File: config.mk
export PLATFORM = sky130hd
export DESIGN_NAME = mem_wb_pipe
export DESIGN_NICKNAME = d
export VERILOG_FILES = /design/src/rtl/mem_wb_pkg.sv /design/src/rtl/wb_fwd_match.sv /design/src/rtl/mem_wb_pipe.sv
export SDC_FILE = /design/constraint.sdc
export NUM_CORES = 1
export LEC_CHECK = 0
export ABC_AREA = 1
export CORE_ASPECT_RATIO = 1.1
export CORE_MARGIN = 1
export CORE_UTILIZATION = 43
export CTS_CLUSTER_SIZE = 12
export DETAILED_ROUTE_END_ITERATION = 8
export PLACE_DENSITY_LB_ADDON = 0.2
export SLEW_MARGIN = 5
export SYNTH_ARGS = -nofsm -noshare
export SYNTH_HDL_FRONTEND = slang
export SYNTH_SLANG_ARGS = --single-unit
File: constraint.sdc
create_clock -name clk -period 1.5 [get_ports clk]
set_clock_uncertainty 0.05 [all_clocks]
set_input_delay 0.15 -clock clk [delete_from_list [all_inputs] [get_ports clk]]
set_output_delay 0.15 -clock clk [all_outputs]
set_load 0.02 [all_outputs]
File: src/rtl/mem_wb_pkg.sv
// mem_wb_pkg: shared state encoding and default widths for the MEM/WB pipeline stage.
package mem_wb_pkg;
  typedef enum logic [1:0] {EMPTY, ONE, FULL} state_t;
  localparam int DEF_DATA_W = 10;
  localparam int DEF_REG_W = 3;
endpackage

File: src/rtl/wb_fwd_match.sv
// wb_fwd_match: compares each head lane against the bypass index; the highest matching lane wins.
module wb_fwd_match #(
  parameter int DATA_W = 10,
  parameter int REG_W = 3,
  parameter int LANES = 1
) (
  input  logic [LANES-1:0]        en,
  input  logic [LANES*REG_W-1:0]  idx,
  input  logic [LANES*DATA_W-1:0] data,
  input  logic [REG_W-1:0]        fwd_reg,
  output logic                    hit,
  output logic [DATA_W-1:0]       fwd_data
);
  always_comb begin
    hit = 1'b0;
    fwd_data = '0;
    for (int i = 0; i < LANES; i++) begin
      if (en[i] && idx[i*REG_W +: REG_W] == fwd_reg) begin
        hit = 1'b1;
        fwd_data = data[i*DATA_W +: DATA_W];
      end
    end
  end
endmodule

File: src/rtl/mem_wb_pipe.sv
// mem_wb_pipe: two-entry skid buffer carrying multi-lane write-back results with a head bypass port.
module mem_wb_pipe
  import mem_wb_pkg::*;
#(
  parameter int DATA_W = DEF_DATA_W,
  parameter int REG_W = DEF_REG_W,
  parameter int LANES = 1,
  parameter bit R0_HARDWIRED = 1'b1
) (
  input  logic                    clk,
  input  logic                    rst,
  input  logic                    in_valid,
  output logic                    in_ready,
  input  logic [LANES*DATA_W-1:0] in_data,
  input  logic [LANES-1:0]        in_en,
  input  logic [LANES*REG_W-1:0]  in_reg,
  input  logic                    flush,
  output logic                    out_valid,
  input  logic                    out_ready,
  output logic [LANES*DATA_W-1:0] out_data,
  output logic [LANES-1:0]        out_en,
  output logic [LANES*REG_W-1:0]  out_reg,
  input  logic [REG_W-1:0]        fwd_reg,
  output logic                    fwd_hit,
  output logic [DATA_W-1:0]       fwd_data
);
  state_t state, state_nx;
  logic [LANES*DATA_W-1:0] skid_data;
  logic [LANES*REG_W-1:0]  skid_reg;
  logic [LANES-1:0]        head_en, skid_en, cap_en;
  logic push, pop;
  genvar g;
  generate
    for (g = 0; g < LANES; g++) begin : g_cap
      assign cap_en[g] = in_en[g] & ~(R0_HARDWIRED & (in_reg[g*REG_W +: REG_W] == '0));
    end
  endgenerate
  assign out_valid = state != EMPTY;
  assign out_en = head_en & {LANES{out_valid}};
  assign push = in_valid & in_ready & ~flush;
  assign pop = out_valid & out_ready;
  always_comb begin
    state_nx = flush ? EMPTY :
               state == EMPTY ? (push ? ONE : EMPTY) :
               state == ONE ? (push & ~pop ? FULL : ~push & pop ? EMPTY : ONE) :
               (pop ? ONE : FULL);
  end
  always_ff @(posedge clk or negedge rst) begin
    if (!rst) begin
      state <= EMPTY;
      in_ready <= 1'b0;
      out_data <= '0;
      out_reg <= '0;
      head_en <= '0;
      skid_data <= '0;
      skid_reg <= '0;
      skid_en <= '0;
    end else begin
      state <= state_nx;
      in_ready <= state_nx != FULL;
      if (push && (state == EMPTY || pop)) begin
        out_data <= in_data;
        out_reg <= in_reg;
        head_en <= cap_en;
      end else if (state == FULL && pop) begin
        out_data <= skid_data;
        out_reg <= skid_reg;
        head_en <= skid_en;
      end
      if (push && state == ONE && !pop) begin
        skid_data <= in_data;
        skid_reg <= in_reg;
        skid_en <= cap_en;
      end
    end
  end
  wb_fwd_match #(.DATA_W(DATA_W), .REG_W(REG_W), .LANES(LANES)) u_fwd (
    .en(out_en), .idx(out_reg), .data(out_data), .fwd_reg(fwd_reg),
    .hit(fwd_hit), .fwd_data(fwd_data)
  );
endmodule

==> impl_metrics.py <==
metrics = {
    "drt": {
        "antenna_left": 0,
        "wl_per_cell_um": 12.27,
        "wl_um": 4319,
        "drc_errors": 0,
        "drtIter0Drc": 62,
        "routed_via_density": 4.696,
        "first_pass_iters": 4,
        "via_count": 1653,
    },
    "worst_setup_path": {
        "cpMostUsedCell": "nand2_4",
        "worstSetupStartpoint": "state[0]",
        "path_max_fanout": 5,
        "worstSetupEndpoint": "fwd_data[9]",
        "r2r_start": "state[0]",
        "crit_type": "flip-flop to output port",
        "critPathSlowestCell": "dfrtp_1",
        "start_kind": "flip-flop",
        "timing.rr.end": "in_ready",
        "rr_worst_depth": 7,
        "cp_data_required_time_ns": 1.30,
        "max_stage_delay_ns": 0.38,
        "worstSetupEndpointType": "output port",
        "path_cells": "inv_2, nand2_4, nand2_4, nor2_2, nand2_2, clkbuf_16, nor2_4, buf_6",
        "rrSetupSlack_ns": -0.01,
        "critPathArrivalTime_ns": 1.48,
    },
    "sta": {
        "period_share": 1.120,
        "max-slew-margin-rel": 0.7335,
        "min_period_ns": 1.680,
        "setup_viol": 12,
        "fin_ws_ns": -0.1798,
        "timing.setup.tns_ns": -1.672,
        "rsz0062_at_grt": "yes",
        "fmax_mhz": 595.3,
        "worstMarginPinSlew_ns": 0.3997,
        "final_max_slew_viol_count": 0,
        "hold_viol": 0,
    },
    "synth": {
        "ys_seq_area_frac": 0.4267,
        "synth-simple-area-share": 0.3675,
        "synthDistinctLibCells": 22,
        "synth_top_family_by_area": "simple AND/OR/NAND/NOR gates",
        "syn-instance-count": 231,
        "synthAdderAreaFrac": 0.006882,
        "synth-xor-area-share": 0.004818,
        "syn_nets": 254,
        "syn-cell-area_um2": 1818,
        "synth_mux_area_frac": 0,
        "avgSynthCellArea_um2": 7.870,
        "synth_seq_cells": 31,
        "synth_compound_area_frac": 0.07571,
        "yosysWarnings": 0,
    },
    "floorplan": {
        "die_w_um": 64.00,
        "die-area_um2": 4492,
        "core_um2": 3994,
        "io_pins": 49,
        "start_util": 0.4552,
        "num_rows": 24,
        "die_h_um": 70.20,
    },
    "placement": {
        "placed_area_um2": 2446,
        "io_buffers": 48,
        "hpwl_um": 2803,
        "place_inst": 339,
        "globalplace.congestion": 0.7249,
    },
    "power_and_ir_drop": {
        "cellPowerDensity_nw_per_um2": 1719,
        "clock_power_share": 0.137,
        "pwr-share-seq": 0.324,
        "combPwrFrac": 0.539,
        "intPower_mw": 2.680,
        "vdd_drop_max_v": 0.0007630,
        "power.static_leakage_nw": 1.472,
        "p_sw_mw": 1.972,
        "netSwitchingFraction": 0.4238,
        "total_power_mw": 4.652,
    },
    "global_routing": {
        "first_global_vias": 1554,
        "overflow": 0,
        "grt_max_degree": 32,
        "antenna_found_initial": 0,
        "grt_pass1_wl_um": 7093,
        "grt_util_all_layers": 0.2100,
    },
    "layout": {
        "fin_cells": 352,
        "register_area_um2": 777.0,
        "multi_input_area_um2": 922.1,
        "syn2layout_area_growth_pct": 48.86,
        "nets": 322,
        "final_core_util": 0.6776,
        "fin_area_um2": 2706,
        "drive_above_1_share": 0.3033,
        "largestRegisters": "out_data x10, skid_data x10",
        "num_antenna_cells": 0,
        "n_fill_cell": 344,
    },
    "clock_network": {
        "ctsHoldBuffers": 0,
        "htreeDepth": 2,
        "root_buffer": "clkbuf_8",
        "cts.clk_slew.worst_paths_ns": 0.07,
        "cts_inserted_buffers": 5,
        "clockBufferDepth": 2,
        "clk_latency_ns": 0.29,
        "cts_tree": "done",
        "cts_sinks": 31,
    },
    "run_status": {
        "violations": "setup timing",
        "status": "finished with violations",
    },
    "hold_path": {
        "holdCritPathClass": "input pin to asynchronous set/reset pin",
    },
    "run": {
        "drv_cap": 0,
    },
}
layout make-up:
type / instances / area share
Multi-Input combinational cell: 158 / 0.3407
Timing Repair Buffer: 70 / 0.2705
Clock buffer: 5 / 0.02543
Sequential cell: 31 / 0.2871
Tap cell: 52 / 0.02404
Inverter: 33 / 0.04669
Clock inverter: 3 / 0.005548
cells by family (layout without fill, tap and decap cells):
kind of cell,Yosys count,in the layout
DFF,31,31
AOI/OAI and AO/OA,17,17
adders and majority gates,1,1
buffers and inverters,42,111
xor gates and xnor gates,1,1
and+or+nand+nor,139,139
power by group through the flow:
stage          clock network, mW  registers, mW  logic [mW]
2_1_floorplan                  0           1.72        1.13
3_3_place_gp                   0           1.50        2.28
3_5_place_dp                   0           1.52        2.32
4_1_cts                    0.648           1.50        2.42
5_1_grt                    0.690           1.57        2.74
6_report                   0.639           1.51        2.51
synth_stat cells:
library cell	instances	area share
inv_2	2	0.0041
nor3_1	1	0.0028
nor2_8	1	0.011
nand2_2	1	0.0034
buf_2	1	0.0028
nor2_4	2	0.012
inv_1	31	0.064
o21ai_0	2	0.0055
nor2_2	10	0.034
buf_6	7	0.043
ha_1	1	0.0069
a21oi_1	1	0.0028
nand3_1	29	0.080
nand2_8	1	0.011
dfrtp_1	31	0.43
o21ai_2	14	0.067
xor2_1	1	0.0048
nand2_4	4	0.025
nor2_1	9	0.019
buf_4	1	0.0041
nand3b_1	1	0.0041
nand2_1	80	0.17
worst max-delay path: cells and delay by family (launching register included):
kind	cells	cell delay, ns
AND/OR/NAND/NOR	5	0.44
flip-flops	1	0.38
buffers and inverters	3	0.37
cell usage in the layout, fill, tap and decap left out, drive strengths merged:
| cell type | instances |
|---|---|
| a21oi | 1 |
| buf | 32 |
| clkbuf | 7 |
| clkdlybuf4s50 | 21 |
| clkinv | 3 |
| dfrtp | 31 |
| dlygate4sd2 | 5 |
| dlymetal6s2s | 10 |
| ha | 1 |
| inv | 33 |
| nand2 | 86 |
| nand3 | 29 |
| nand3b | 1 |
| nor2 | 22 |
| nor3 | 1 |
| o21ai | 16 |
| xor2 | 1 |
metal layers:
layer / up-vias / track usage / wire, um
met5: - / 0 / 0
met4: 0 / 0.09596 / 87
li1: 845 / - / -
met2: 50 / 0.3310 / 2056
met1: 749 / 0.2665 / 1959
met3: 9 / 0.05719 / 216
repair_timing:
action,in CTS,in global routing
hold endpoints to repair,0,0
buffers inserted,4,0
gates cloned,1,0
setup endpoints to repair,18,36
resized for setup,76,34
pin swaps,2,7
worst min-delay path by stage:
| stage | start | to | slack [ns] | cells after the start |
|---|---|---|---|---|
| floorplan | rst | head_en | -0.20 | 0 |
| global placement | skid_data[6] | skid_data[6] | 0.41 | 2 |
| detailed placement | skid_data[8] | skid_data[8] | 0.42 | 2 |
| CTS | rst | state[1] | 0.22 | 2 |
| global route | rst | out_reg[2] | 0.26 | 2 |
| finish | rst | out_reg[2] | 0.20 | 2 |
through the flow:
step | hold slack, ns | setup slack (ns)
6_report | 0.2036 | -0.1798
3_3_place_gp | 0.4142 | -0.4717
2_1_floorplan | -0.1956 | 0.005972
5_1_grt | 0.2551 | -0.2450
3_5_place_dp | 0.4187 | -0.4934
4_1_cts | 0.2201 | -0.1579
Power figures use the tool's default switching activity.
